<file path="config.mk">
export PLATFORM = sky130hd
export DESIGN_NAME = ps2_key_receiver
export DESIGN_NICKNAME = d
export VERILOG_FILES = /design/src/rtl/ps2_key_receiver.sv
export SDC_FILE = /design/constraint.sdc
export NUM_CORES = 1
export LEC_CHECK = 0
export CAP_MARGIN = 20
export CORE_MARGIN = 2
export CORE_UTILIZATION = 60
export DETAILED_ROUTE_END_ITERATION = 12
export PLACE_DENSITY = 0.82
export RECOVER_POWER = 50
export SLEW_MARGIN = 20
export SYNTH_ARGS = -nofsm -noshare
export SYNTH_HDL_FRONTEND = slang
export SYNTH_SLANG_ARGS = --single-unit
</file>
<file path="constraint.sdc">
create_clock -name clk -period 4.6 [get_ports clk]
set_input_delay 0.92 -clock clk [delete_from_list [all_inputs] [get_ports clk]]
set_output_delay 0.92 -clock clk [all_outputs]
set_load 0.005 [all_outputs]
</file>
<file path="src/rtl/ps2_key_receiver.sv">
// PS/2 keyboard receiver: synchronises and filters the keyboard clock, decodes
// 11-bit frames, and tracks make/break codes to present the current key.
module ps2_key_receiver #(
  parameter int FILTER_LEN     = 8,
  parameter int TIMEOUT_CYCLES = 50000
) (
  input  logic       clk,
  input  logic       rst_n,
  input  logic       ps2_clk,
  input  logic       ps2_data,
  output logic [7:0] key_data,
  output logic [7:0] prev_data,
  output logic       key_valid,
  output logic       frame_error
);

  localparam int FCW = $clog2(FILTER_LEN + 1);
  localparam int TCW = $clog2(TIMEOUT_CYCLES + 1);
  localparam logic [FCW-1:0] FILT_MAX = FCW'(FILTER_LEN - 1);
  localparam logic [TCW-1:0] TO_MAX   = TCW'(TIMEOUT_CYCLES - 1);

  typedef enum logic [1:0] {
    ST_IDLE   = 2'd0,
    ST_DATA   = 2'd1,
    ST_PARITY = 2'd2,
    ST_STOP   = 2'd3
  } state_t;

  // Odd parity holds when the data byte plus parity bit carry an odd count of ones.
  function automatic logic parity_ok(input logic [7:0] b, input logic p);
    return ^{b, p};
  endfunction

  logic           clk_meta_q, clk_meta_d, clk_sync_q, clk_sync_d;
  logic           data_meta_q, data_meta_d, data_sync_q, data_sync_d;
  logic           clk_filt_q, clk_filt_d, clk_filt_prev_q, clk_filt_prev_d;
  logic [FCW-1:0] filt_cnt_q, filt_cnt_d;
  state_t         state_q, state_d;
  logic [2:0]     bit_cnt_q, bit_cnt_d;
  logic [7:0]     shift_q, shift_d;
  logic           parity_q, parity_d;
  logic [TCW-1:0] to_cnt_q, to_cnt_d;
  logic           break_q, break_d;
  logic [7:0]     key_q, key_d, prev_q, prev_d;
  logic           key_valid_q, key_valid_d, frame_error_q, frame_error_d;
  logic           fall_s, timeout_s;

  // Synchroniser chains and glitch filter on the keyboard clock.
  always_comb begin
    clk_meta_d      = ps2_clk;
    clk_sync_d      = clk_meta_q;
    data_meta_d     = ps2_data;
    data_sync_d     = data_meta_q;
    clk_filt_prev_d = clk_filt_q;
    clk_filt_d      = clk_filt_q;
    filt_cnt_d      = filt_cnt_q;
    if (clk_sync_q == clk_filt_q) begin
      filt_cnt_d = {FCW{1'b0}};
    end else if (filt_cnt_q == FILT_MAX) begin
      clk_filt_d = clk_sync_q;
      filt_cnt_d = {FCW{1'b0}};
    end else begin
      filt_cnt_d = filt_cnt_q + FCW'(1);
    end
  end

  assign fall_s    = clk_filt_prev_q & ~clk_filt_q;
  assign timeout_s = (state_q != ST_IDLE) && !fall_s && (to_cnt_q == TO_MAX);

  // Frame decoder, timeout watchdog and make/break key tracking.
  always_comb begin
    state_d       = state_q;
    bit_cnt_d     = bit_cnt_q;
    shift_d       = shift_q;
    parity_d      = parity_q;
    break_d       = break_q;
    key_d         = key_q;
    prev_d        = prev_q;
    key_valid_d   = 1'b0;
    frame_error_d = 1'b0;
    if (state_q == ST_IDLE || fall_s) begin
      to_cnt_d = {TCW{1'b0}};
    end else begin
      to_cnt_d = to_cnt_q + TCW'(1);
    end

    if (timeout_s) begin
      state_d       = ST_IDLE;
      bit_cnt_d     = 3'd0;
      to_cnt_d      = {TCW{1'b0}};
      frame_error_d = 1'b1;
    end else if (fall_s) begin
      case (state_q)
        ST_IDLE: begin
          if (!data_sync_q) begin
            state_d   = ST_DATA;
            bit_cnt_d = 3'd0;
          end else begin
            frame_error_d = 1'b1;
          end
        end
        ST_DATA: begin
          shift_d   = {data_sync_q, shift_q[7:1]};
          bit_cnt_d = bit_cnt_q + 3'd1;
          if (bit_cnt_q == 3'd7) begin
            state_d = ST_PARITY;
          end else begin
            state_d = ST_DATA;
          end
        end
        ST_PARITY: begin
          parity_d = data_sync_q;
          state_d  = ST_STOP;
        end
        ST_STOP: begin
          state_d = ST_IDLE;
          if (parity_ok(shift_q, parity_q) && data_sync_q) begin
            case (shift_q)
              8'hF0:   break_d = 1'b1;
              8'hE0:   break_d = break_q;
              default: begin
                prev_d      = key_q;
                key_d       = break_q ? 8'h00 : shift_q;
                key_valid_d = 1'b1;
                break_d     = 1'b0;
              end
            endcase
          end else begin
            frame_error_d = 1'b1;
          end
        end
        default: state_d = ST_IDLE;
      endcase
    end else begin
      state_d = state_q;
    end
  end

  // State register; the bus-idle level of the synchronisers is 1.
  always_ff @(posedge clk or negedge rst_n) begin
    if (!rst_n) begin
      clk_meta_q      <= 1'b1;
      clk_sync_q      <= 1'b1;
      data_meta_q     <= 1'b1;
      data_sync_q     <= 1'b1;
      clk_filt_q      <= 1'b1;
      clk_filt_prev_q <= 1'b1;
      filt_cnt_q      <= {FCW{1'b0}};
      state_q         <= ST_IDLE;
      bit_cnt_q       <= 3'd0;
      shift_q         <= 8'h00;
      parity_q        <= 1'b0;
      to_cnt_q        <= {TCW{1'b0}};
      break_q         <= 1'b0;
      key_q           <= 8'h00;
      prev_q          <= 8'h00;
      key_valid_q     <= 1'b0;
      frame_error_q   <= 1'b0;
    end else begin
      clk_meta_q      <= clk_meta_d;
      clk_sync_q      <= clk_sync_d;
      data_meta_q     <= data_meta_d;
      data_sync_q     <= data_sync_d;
      clk_filt_q      <= clk_filt_d;
      clk_filt_prev_q <= clk_filt_prev_d;
      filt_cnt_q      <= filt_cnt_d;
      state_q         <= state_d;
      bit_cnt_q       <= bit_cnt_d;
      shift_q         <= shift_d;
      parity_q        <= parity_d;
      to_cnt_q        <= to_cnt_d;
      break_q         <= break_d;
      key_q           <= key_d;
      prev_q          <= prev_d;
      key_valid_q     <= key_valid_d;
      frame_error_q   <= frame_error_d;
    end
  end

  assign key_data    = key_q;
  assign prev_data   = prev_q;
  assign key_valid   = key_valid_q;
  assign frame_error = frame_error_q;

endmodule

</file>
==> results of run 1 <==
stage by stage:
stage / util, % / instance area [µm²]
floorplan: - / 2800
global placement: 68.8 / 3040
detailed placement: 68.8 / 3040
CTS: 74.0 / 3270
global route: 74.0 / 3270
finish: 74.0 / 3270
Yosys cell counts, types with 2 or more instances:
cell type	count
nand3_1	7
nand2b_1	3
nor2_1	19
nand2_1	11
ha_1	8
mux2_2	16
a211oi_1	4
buf_6	2
or3_1	4
xor2_1	6
xnor2_1	10
or4b_2	3
a22o_1	2
nor2b_1	9
nand4b_1	2
and3_1	2
mux2_4	8
inv_1	7
clkbuf_1	2
nor3_1	6
o21ai_0	7
a21oi_1	13
dfstp_2	6
dfrtp_1	53
registers in the layout (all words and copies together), names as in the netlist, 2 cells and up:
register	count
bit_cnt_q	3
filt_cnt_q	4
key_data	8
prev_data	8
shift_q	8
state_q	2
to_cnt_q	16
cell families after synthesis:
| group | after synthesis | share of synthesized area (%) |
|---|---|---|
| and+or+nand+nor | 75 | 14.9 |
| DFF | 59 | 53.1 |
| AOI/OAI and AO/OA | 31 | 6.58 |
| muxes | 26 | 11.9 |
| xor gates and xnor gates | 19 | 7.52 |
| buffers and inverters | 13 | 2.42 |
| adders and majority gates | 8 | 3.58 |
area by class of cell:
| cell class | count | area (µm²) |
|---|---|---|
| Clock buffer | 11 | 151 |
| Clock inverter | 5 | 75.1 |
| Fill cell | 293 | 1150 |
| Inverter | 8 | 32.5 |
| Multi-Input combinational cell | 159 | 1240 |
| Sequential cell | 59 | 1480 |
| Tap cell | 52 | 65.1 |
| Timing Repair Buffer | 22 | 213 |
per-layer routing:
layer / wire length (µm) / up-vias
met4: 70 / 0
met5: 0 / -
met3: 171 / 6
li1: - / 861
met1: 2200 / 854
met2: 2270 / 34
power by group:
group | internal [µW] | total (µW) | switching, µW | leakage [µW]
sequential | 572 | 622 | 50.3 | 0.000795
clock | 332 | 532 | 201 | 0.000119
combinational | 118 | 278 | 161 | 0.000592
worst min-delay path by stage:
| stage | end | cells past startpoint |
|---|---|---|
| final | clk_sync_q$_DFF_PN1_ | 0 |
| after global routing | data_sync_q$_DFF_PN1_ | 0 |
| after CTS | data_sync_q$_DFF_PN1_ | 0 |
| after detailed placement | clk_sync_q$_DFF_PN1_ | 0 |
| after global placement | clk_sync_q$_DFF_PN1_ | 0 |
| after floorplan | clk_sync_q$_DFF_PN1_ | 0 |
==> results by group, run 1 <==
Synth
  • YS warnings: 0
  • Mapped Area: 0.00280 mm²
  • Mapped Cells: 231
  • Synth Area per Inst: around 12 µm²
  • Main synth FF type: dfrtp_1
  • Synth async-reset ratio: between 90% and 100%
  • Syn_nets: 243
  • Leading cell types by total area after synthesis: dfrtp_1 (47%), mux2_2 (6.4%), dfstp_2 (5.6%)
  • Synth cell types: 45
  • Synth top area share: 47.4%
  • Post-synth EDFFs: 0
  • Synth Register Bits: 59
  • Post-synthesis sequential area ratio: 53.1%
  • Largest area contributor in the netlist: dfrtp_1

Floorplanning
  • CORE AREA: 0.00441 mm²
  • Initial Util: 63.4%
  • Die W: 72.3 µm
  • Die ar.: 0.00522 mm²
  • Die H: 72.3 µm
  • FP Rows: 24
  • Number of top-level pins: 22

Setup path
  • CP Capture Point: to_cnt_q[8]$_DFF_PN0_
  • FF-to-FF End: to_cnt_q[8]$_DFF_PN0_
  • Family with the most delay on the worst path: simple AND/OR/NAND/NOR gates
  • CP Buf/Inv Count: 0
  • Element type at the critical path start: flop
  • R2r startpoint: to_cnt_q[5]$_DFF_PN0_
  • Worst endpoint required time: between 4000 and 5000 ps
  • CP peak stage delay: between 700 and 800 ps
  • Reg2reg setup slack: between 2000 and 2500 ps
  • Crit-path cells: or4b_2 -> nor4_4 -> nand2b_1 -> nor2_1
  • Crit end category: flop
  • Worst setup path start: to_cnt_q[5]$_DFF_PN0_
  • Critical path depth: 4
  • WS Path Type: reg -> reg
  • Critical path's slowest cell: or4b_2
  • Cell count of the worst reg-to-reg path: 4
  • CP arrival: 2540 ps
  • Peak fanout along the critical path: 16

Clock tree
  • CTS clk-pin slew, worst paths: 70 ps
  • Hold Buf Count CTS: 0
  • Number of setup buffers added after CTS: 0
  • Max Root-Sink Buffers: 2
  • CTS Sinks: just under 60
  • Worst-Skew Late Latency: around 330 ps
  • CTS tree: done
  • Htree depth: 3
  • Post_cts resized: 0
  • Root Buffer: clkbuf_8
  • CTS Buf Count: 9

Drt
  • 1st-iter DRT viols: 88
  • Routed WL per cell: approximately 15 µm
  • DR pass1 iterations: 4
  • DR vias/cell: around 5.6
  • Antenna Violating Nets Remaining: 0
  • Remaining DRCs: 0
  • Final wirelength: 4.71 mm
  • Total number of vias: 1755

Placement
  • Post-Place Cells: 300
  • Port bufs: 21
  • DP Worst Slack: 2260 ps
  • Final HPWL DP: 3.12 mm
  • Placer congestion estimate: 0.820

Global routing
  • Grt total ovfl: 0
  • Initial antenna violation count: 0
  • Met3 Track Usage GR: approximately 6%
  • First-pass GRT wire length: 8.14 mm
  • GRT Util Overall: about a fifth
  • Vias in the first global route: 1740
  • Global-route met2 utilization: 32.6%
  • Met1 GRT Util: a little over a quarter
  • Largest net degree at the start of global routing: 60
  • Most Crowded Layer GR: met2

STA
  • RSZ-0062 raised after global routing: false
  • Worst-margin pin slew: 716 ps
  • Final hold vios: 0
  • Period Utilization, post-route: around half
  • # setup viols final: 0
  • Setup_tns: 0 ps
  • Slew Viols, Final: 0
  • PnR worst setup slack: 2250 ps
  • Hold WS: 357 ps
  • Worst rel slew slack: a little over half
  • Fin crit period: between 2000 and 2500 ps
  • Setup clock skew after layout: ~3.6 ps
  • F_max: around 0.43 GHz

Power
  • P_leak: 0.00151 µW
  • Post-layout power: about 1400 µW
  • Peak supply drop: 341 µV
  • PD cells: 439 mW/mm²

Finish
  • Most frequent cells in the layout: dfrtp_1 (53), nor2_1 (19), clkdlybuf4s50_1 (18)
  • Share of layout cells above drive strength 1: 20.8%
  • Non-filler cells, final: 316
  • Layout area overhead: 16.8%
  • Antenna cells: 0
  • Most common cell after layout, fill and taps aside: dfrtp_1
  • Net count, final: 271

Worst hold path
  • Hold Path Origin: clk_meta_q$_DFF_PN1_
  • Worst hold path class: reg -> reg

Run status
  • Outcome: finished, final reports clean

Run
  • Max-cap violations: 0
Note: power is estimated with default switching activity, not from simulation.
==> inputs of run 2 (changes only) <==
CORE_UTILIZATION = 57   (was 60)
PLACE_DENSITY = 0.78   (was 0.82)
clock period = 2.2 ns   (was 4.6 ns; I/O delays follow)
==> results by group, run 2 (synthesis gave the netlist of run 1 again) <==
Setup path
  • Element type at the critical path start: flop
  • CP peak stage delay: 450 ps (-270 ps)
  • Critical path's slowest cell: dfrtp_1
  • Crit end category: flop
  • WS Path Type: reg -> reg
  • CP arrival: 2280 ps (-260 ps)
  • Worst endpoint required time: 2420 ps (-2370 ps)
  • Peak fanout along the critical path: 13 (-3)
  • Crit-path cells: ha_1 -> nand4b_1 -> a211oi_2 -> mux2i_4 -> inv_6 -> mux2_2

STA
  • Setup_tns: 0 ps (unchanged)
  • RSZ-0062 raised after global routing: false
  • Setup clock skew after layout: 6.87 ps (+3.31 ps)
  • Worst rel slew slack: 31.6% (-21 points)
  • Period Utilization, post-route: 93.6% (+42 points)
  • Slew Viols, Final: 0 (unchanged)
  • F_max: 0.485 GHz (+14%)
  • Worst-margin pin slew: 1030 ps (+309 ps)
  • PnR worst setup slack: 140 ps (-2110 ps)
  • Final hold vios: 0 (unchanged)
  • # setup viols final: 0 (unchanged)
  • Fin crit period: 2060 ps (-292 ps)

Global routing
  • GRT Util Overall: 20.2% (-0.76 points)
  • Grt total ovfl: 0 (unchanged)
  • First-pass GRT wire length: 8.13 mm (-0.17%)
  • Largest net degree at the start of global routing: 31 (-48%)
  • Initial antenna violation count: 0 (unchanged)
  • Vias in the first global route: 1733 (-0.40%)

Run
  • Max-cap violations: 0 (unchanged)

Floorplanning
  • Initial Util: 59.2% (-4.1 points)
  • Die H: 74.0 µm (+2.4%)
  • FP Rows: 25 (+4.2%)
  • Die ar.: 0.00548 mm² (+5.0%)
  • Die W: 74.0 µm (+2.4%)
  • Number of top-level pins: 22 (unchanged)
  • CORE AREA: 0.00472 mm² (+7.0%)

Drt
  • Met2 WL: 2.27 mm (about the same)
  • Routed WL per cell: 14.0 µm (-5.9%)
  • Total number of vias: 1822 (+3.8%)
  • DR vias/cell: 5.42 (-2.4%)
  • Metal-1 WL: 2.14 mm (-2.6%)
  • Final wirelength: 4.71 mm (about the same)
  • DR top layer: met4
  • DR pass1 iterations: 4 (unchanged)
  • Remaining DRCs: 0 (unchanged)
  • Antenna Violating Nets Remaining: 0 (unchanged)
  • DR WL met3: 180 µm (+5.3%)
  • 1st-iter DRT viols: 97 (+10%)

Finish
  • Net count, final: 276 (+1.8%)
  • Share of layout cells above drive strength 1: 22.3% (+1.5 points)
  • Design Area, Final: 0.00333 mm² (+1.9%)
  • Largest register FFs: 16 (unchanged)
  • Antenna cells: 0 (unchanged)
  • Filler Cells Inserted: 340 (+16%)
  • Top reg by flops: to_cnt_q
  • Most common cell after layout, fill and taps aside: dfrtp_1
  • Most frequent cells in the layout: dfrtp_1 (53), nor2_1 (19), clkdlybuf4s50_1 (18)
  • Layout area overhead: 19.0%

Clock tree
  • Htree depth: 3 (unchanged)
  • Number of setup buffers added after CTS: 0 (unchanged)
  • Worst-Skew Late Latency: 330 ps (about the same)
  • Hold Buf Count CTS: 0 (unchanged)
  • CTS tree: done
  • CTS clk-pin slew, worst paths: 60 ps (about the same)
  • CTS Sinks: 59 (unchanged)
  • Root Buffer: clkbuf_8
  • CTS Buf Count: 9 (unchanged)
  • Max Root-Sink Buffers: 2 (unchanged)

Placement
  • Placer congestion estimate: 0.861 (+4.9%)
  • Final HPWL DP: 3.29 mm (+5.5%)
  • DP Worst Slack: -6.11 ps (-2260 ps)
  • Port bufs: 21 (unchanged)
  • Area of placed instances: 0.00312 mm² (+2.7%)

Power
  • Clk pwr share: 34.1% (-3.0 points)
  • Post-layout power: 3010 µW (+110%)
  • PD cells: 906 mW/mm² (+110%)
  • Reg power frac: 42.9% (-0.5 points)
  • Sw frac: 28.8% (+0.077 points)
  • Pint: 2140 µW (+110%)
  • Peak supply drop: 585 µV (+72%)
  • Switch Pwr: 868 µW (+110%)
  • Comb pwr share: 23.0% (+3.6 points)
  • P_leak: 0.00152 µW (+1.1%)

Run status
  • Outcome: finished, final reports clean

Worst hold path
  • Worst hold path class: in -> async
run 2: cell count changes in the layout (fill, tap and decap cells not counted):
cell	previous run	this run
buf_12	0	1
clkinv_2	3	4
inv_6	0	1
buf_4	1	3
clkbuf_1	0	3
a211oi_1	4	2
a211oi_2	0	2
nor4b_1	1	0
buf_2	1	0
nor4b_2	0	1
clkbuf_8	11	9
inv_4	1	0
clkbuf_2	0	1
run 2: final cells by class:
| class | count | area [µm²] | share of cell area, % |
|---|---|---|---|
| flip-flops and latches | 59 | 1480 | 44.6 |
| multi-input cells | 159 | 1260 | 37.9 |
| repair buffers | 27 | 255 | 7.67 |
| clock buffers | 10 | 128 | 3.84 |
| well taps | 67 | 83.8 | 2.52 |
| clock inverters | 6 | 80.1 | 2.41 |
| inverters | 8 | 35.0 | 1.05 |
run 2: worst paths after layout:
| check | from | end | slack (ps) | depth (start not counted) |
|---|---|---|---|---|
| worst min-delay path | rst_n | filt_cnt_q[2]$_DFF_PN0_ | 260 | 1 |
| worst max-delay path | state_q[0]$_DFFE_PN0P_ | key_data[6]$_DFFE_PN0P_ | 140 | 6 |
| worst max register to register | state_q[0]$_DFFE_PN0P_ | key_data[6]$_DFFE_PN0P_ | 140 | 6 |
| min in group clk | clk_meta_q$_DFF_PN1_ | clk_sync_q$_DFF_PN1_ | 360 | 0 |
| worst min register to register | clk_meta_q$_DFF_PN1_ | clk_sync_q$_DFF_PN1_ | 360 | 0 |
| max in group asynchronous | rst_n | filt_cnt_q[1]$_DFF_PN0_ | 670 | 2 |
run 2: per-stage QoR:
stage                     std cells  util (%)  hold slack [ps]
final                           336      70.4              263
after global placement          320      66.1              346
after detailed placement        320      66.1              349
after floorplan                 231         -              144
after global routing            336      70.4              355
after CTS                       336      70.6             57.1
run 2: routing by layer:
layer,vias to the layer above,track usage [%]
met5,-,0
met4,0,11.5
met3,11,4.61
met2,45,31.4
met1,885,26.2
li1,881,-
run 2: critical path: cells and delay by family, from the launching register on:
family | cells | cell delay (ps)
AND/OR/NAND/NOR | 1 | 240
buffers and inverters | 1 | 180
flip-flops | 1 | 450
AO/OA/AOI/OAI | 1 | 340
multiplexers | 2 | 540
adder cells (fa/ha/maj) | 1 | 200
run 2: repair_timing:
action | 4_1_cts | 5_1_grt
gates resized for setup | 1 | 3
setup endpoints to repair | 1 | 16
pin swaps | 0 | 1
run 2: power groups by stage:
stage / sequential [µW] / clock (µW) / combinational, µW
after floorplan: 1300 / 0 / 509
after global routing: 1310 / 1090 / 772
after global placement: 1310 / 0 / 674
final: 1290 / 1030 / 692
after CTS: 1300 / 1060 / 698
after detailed placement: 1320 / 0 / 684
==> inputs of run 3 (changes only) <==
CTS_CLUSTER_SIZE = 8   (was not set)
==> results of run 3 <==
Same layout as run 2: the final DEF is identical, and so are final timing and power.
